`src/rtl/vga_sync.sv`:
```
// vga_sync: VGA raster timing generator (pixel enable, h/v position counters, syncs, frame tick).
// Latency: pix_x/pix_y/hsync/vsync come straight from registers and are mutually aligned; video_on, p_tick, frame_tick are combinational from them.
// Backpressure: none; the block is free-running with no stall or handshake.
module vga_sync #(
  parameter int CLK_DIV  = 4,
  parameter int HD       = 640,
  parameter int HF       = 16,
  parameter int HS       = 96,
  parameter int HB       = 48,
  parameter int VD       = 480,
  parameter int VF       = 10,
  parameter int VS       = 2,
  parameter int VB       = 33,
  parameter bit SYNC_POL = 1'b0
) (
  input  logic       clk,
  input  logic       reset,
  output logic       hsync,
  output logic       vsync,
  output logic       video_on,
  output logic       p_tick,
  output logic [9:0] pix_x,
  output logic [9:0] pix_y,
  output logic       frame_tick
);

  localparam int HT    = HD + HF + HS + HB;
  localparam int VT    = VD + VF + VS + VB;
  localparam int DIV_W = (CLK_DIV > 1) ? $clog2(CLK_DIV) : 1;

  localparam logic [DIV_W-1:0] DIV_LAST = DIV_W'(CLK_DIV - 1);

  localparam logic [9:0] H_LAST     = 10'(HT - 1);
  localparam logic [9:0] V_LAST     = 10'(VT - 1);
  localparam logic [9:0] H_VIS      = 10'(HD);
  localparam logic [9:0] V_VIS      = 10'(VD);
  localparam logic [9:0] H_VIS_LAST = 10'(HD - 1);
  localparam logic [9:0] V_VIS_LAST = 10'(VD - 1);
  localparam logic [9:0] HS_FIRST   = 10'(HD + HF);
  localparam logic [9:0] HS_LAST    = 10'(HD + HF + HS - 1);
  localparam logic [9:0] VS_FIRST   = 10'(VD + VF);
  localparam logic [9:0] VS_LAST    = 10'(VD + VF + VS - 1);

  logic [DIV_W-1:0] div_q, div_d;
  logic [9:0]       h_q, h_d;
  logic [9:0]       v_q, v_d;
  logic             hsync_q, hsync_d;
  logic             vsync_q, vsync_d;

  // One pixel lasts CLK_DIV clocks; the enable marks the last clock of each pixel.
  assign p_tick = (div_q == DIV_LAST);

  // Divider and raster position next-state; v only moves when h wraps.
  always_comb begin
    div_d = (div_q == DIV_LAST) ? '0 : div_q + 1'b1;
    h_d   = h_q;
    v_d   = v_q;
    if (p_tick) begin
      if (h_q == H_LAST) begin
        h_d = '0;
        v_d = (v_q == V_LAST) ? '0 : v_q + 10'd1;
      end else begin
        h_d = h_q + 10'd1;
      end
    end
  end

  // Syncs decoded from next-state counters so the registered pulses line up with pix_x/pix_y.
  always_comb begin
    hsync_d = ((h_d >= HS_FIRST) && (h_d <= HS_LAST)) ? SYNC_POL : ~SYNC_POL;
    vsync_d = ((v_d >= VS_FIRST) && (v_d <= VS_LAST)) ? SYNC_POL : ~SYNC_POL;
  end

  // State registers; reset restarts the raster and the divider phase at once.
  always_ff @(posedge clk or posedge reset) begin
    if (reset) begin
      div_q   <= '0;
      h_q     <= '0;
      v_q     <= '0;
      hsync_q <= ~SYNC_POL;
      vsync_q <= ~SYNC_POL;
    end else begin
      div_q   <= div_d;
      h_q     <= h_d;
      v_q     <= v_d;
      hsync_q <= hsync_d;
      vsync_q <= vsync_d;
    end
  end

  assign pix_x      = h_q;
  assign pix_y      = v_q;
  assign hsync      = hsync_q;
  assign vsync      = vsync_q;
  assign video_on   = (h_q < H_VIS) && (v_q < V_VIS);
  assign frame_tick = p_tick && (h_q == H_VIS_LAST) && (v_q == V_VIS_LAST);

endmodule

```
`config.mk`:
```
export PLATFORM = sky130hd
export DESIGN_NAME = vga_sync
export DESIGN_NICKNAME = d
export VERILOG_FILES = /design/src/rtl/vga_sync.sv
export SDC_FILE = /design/constraint.sdc
export NUM_CORES = 1
export LEC_CHECK = 0
export CAP_MARGIN = 15
export CORE_ASPECT_RATIO = 0.9
export CORE_MARGIN = 2
export CORE_UTILIZATION = 30
export CTS_CLUSTER_DIAMETER = 50
export DETAILED_ROUTE_END_ITERATION = 7
export SLEW_MARGIN = 20
export SYNTH_ARGS = -nofsm -noshare
export SYNTH_HDL_FRONTEND = slang
export SYNTH_SLANG_ARGS = --single-unit
```
`constraint.sdc`:
```
create_clock -name clk -period 3.4 [get_ports clk]
set_input_delay 0.34 -clock clk [delete_from_list [all_inputs] [get_ports clk]]
set_output_delay 0.34 -clock clk [all_outputs]
set_load 0.02 [all_outputs]
```
==> metrics <==
run status completed; Final Cell Area 1737 um^2; Placement Rows 23; hold endpoint div_q[0]; normalized max-slew margin 0.3977; Final #Nets 171; cts bufs inserted 3; CTS clk-pin slew, worst paths 0.08 ns; fill count 491; CP Cell Sequence ha_1 -> nand4_1 -> nor4_1 -> clkdlybuf4s50_1; clock tree sinks 24; Residual DRC 0; root buf cell clkbuf_8; Antenna Nets Post-Route 0; sequential fraction of the synthesis area 0.4370; Worst Max-Slew Pin Slew 0.9024 ns; final setup fails 0; max cap viols 0; CP arrival 2.27 ns; Layout Skew 0.003340 ns; Synth warnings 0; Final Util 0.3919; launching point of the worst reg2reg path div_q[0]; fmax 383.7 MHz; Max VDD drop 178.5 uV; First-pass DRT Iterations 4; layout cells sized above 1 0.07317; Synth-to-Final Area Change 25.84%; clk_lat worst skew 0.26 ns; Worst Path Required 3.06 ns; Mapped Area 1380 um^2; HP Class flip-flop to flip-flop; hold buffer count at cts 0; n_diodes 0; first-pass GRT wire length 5175 um; most frequent cells in the layout clkdlybuf4s50_1, dfrtp_1, nand2_1, nand4_1, nor2_1; via count 1168; pwr dens 277.8 nW/um^2; I/O Buffers 26; placed instance count 222; largest net degree at the start of global routing 25; Post-CTS Setup Bufs 0; post-synthesis cell type count 41; critical path launch point type flip-flop; Syn Nets 147; H-tree Lvls 1; CTS tree built; reg-to-reg endpoint hsync; Mapped Cells 141; fraction of registers with async set/reset 1.000; final setup TNS 0 ns; final worst path period need 2.606 ns; Placer Congestion 0.7818; crit-path max FO 11; DPL Wire Length 2295 um; CTS Buffer Depth 2; Placed Area 1682 um^2; Reg2Reg Setup Slack 1.12 ns; Starting Density 0.3114; HP Start div_q[0]; global-route usage over all layers 0.1319; io pins 27; RSZ-0062 raised after global routing false; Main synth FF type dfrtp_1; Die Area 5160 um^2; number of synthesized flops with an enable pin 0; Design Power 482.4 uW; Resized Gates After CTS 0; Final period util 0.7665; Max stage delay on crit path 0.66 ns; most common cell after layout, fill and taps aside clkdlybuf4s50_1; Core ar. 4432 um^2; final hold viol count 0; Vias/cell 5.168; WS Path Type flip-flop to primary output; hold depth 1; Critical-path top delay cell clkdlybuf4s50_1; max-slew violations 0; 1st-iter DRT viols 71; antenna violations before repair 0; Finished Layout Cells 226; #FFs+latches synth 24; Die Y 68.35 um; CP endpoint kind primary output; Die Wd 75.50 um; synthesized area per cell 9.788 um^2; worst r2r path cells 5; GRT overflow 0; final WL 3157 um; Pleak 0.0006942 uW; WL per Instance 13.97 um; number of global-route vias before repair 1069
## logic make-up after synthesis
group / share of synthesized area
xor gates and xnor gates: 0.09429
and+or+nand+nor: 0.2874
adders and majority gates: 0.03627
muxes: 0.007253
AOI/OAI and AO/OA: 0.09792
buffers and inverters: 0.03989
DFF: 0.4370
## critical path: cells and delay by family (launching register included)
family | cells | cell delay [ns]
buffers and inverters | 1 | 0.66
AND/OR/NAND/NOR | 2 | 0.62
adder cells (fa/ha/maj) | 1 | 0.38
flip-flops | 1 | 0.35
## state kept, by name, summed over array words and instances, names as in the netlist
register,flops
pix_x,10
vsync,1
pix_y,10
div_q,2
hsync,1
## routing by layer
| layer | share of wire | track usage | wire [um] | up-vias |
|---|---|---|---|---|
| li1 | - | - | - | 559 |
| met1 | 0.49 | 0.1889 | 1532 | 574 |
| met2 | 0.45 | 0.2022 | 1413 | 33 |
| met3 | 0.058 | 0.03240 | 183 | 2 |
| met4 | 0.0086 | 0.02632 | 27 | 0 |
| met5 | 0 | 0 | 0 | - |
## through the flow
step / setup WS [ns] / hold WS (ns)
finish: 0.7938 / 0.4275
global route: 0.6105 / 0.4772
CTS: 0.7422 / 0.4318
detailed placement: 1.035 / 0.4204
global placement: 1.105 / 0.4119
floorplan: 1.260 / 0.3531
## final cells by class
| type | count | area (um^2) | area share |
|---|---|---|---|
| inverters | 5 | 18.77 | 0.01081 |
| well taps | 62 | 77.57 | 0.04467 |
| flip-flops and latches | 24 | 603.1 | 0.3473 |
| clock buffers | 4 | 55.05 | 0.03170 |
| repair buffers | 26 | 260.3 | 0.1499 |
| multi-input cells | 105 | 721.9 | 0.4157 |
## synth_stat cells (2+ instances only)
| cell type | number | area (um^2) |
|---|---|---|
| xnor2_1 | 8 | 70.07 |
| clkbuf_1 | 4 | 15.01 |
| and3_1 | 3 | 18.77 |
| and4_1 | 5 | 43.79 |
| nand2b_1 | 2 | 12.51 |
| nor2_1 | 10 | 37.54 |
| xor2_1 | 5 | 43.79 |
| o21ai_0 | 8 | 40.04 |
| nand2_1 | 14 | 52.55 |
| nand3_1 | 8 | 40.04 |
| a21oi_1 | 2 | 10.01 |
| and2_1 | 2 | 12.51 |
| dfstp_2 | 2 | 52.55 |
| a211oi_1 | 2 | 15.01 |
| nor4b_1 | 2 | 17.52 |
| dfrtp_1 | 22 | 550.5 |
| inv_1 | 5 | 18.77 |
| buf_2 | 2 | 10.01 |
| ha_1 | 4 | 50.05 |
| nand4_1 | 10 | 62.56 |
## report_power, final
part           internal, uW  total (uW)  switching (uW)
Combinational          1.06        6.47            5.41
Sequential              285         285               0
Clock                   103         191            87.3
Total                   390         482            92.8
## worst max-delay path by stage
stage | start | endpoint | slack (ns)
2_1_floorplan | pix_y[5] | frame_tick | 1.26
3_3_place_gp | div_q[0] | frame_tick | 1.11
3_5_place_dp | div_q[0] | frame_tick | 1.04
4_1_cts | div_q[0] | frame_tick | 0.74
5_1_grt | div_q[0] | frame_tick | 0.61
6_report | div_q[0] | frame_tick | 0.79
Power figures use the tool's default switching activity.
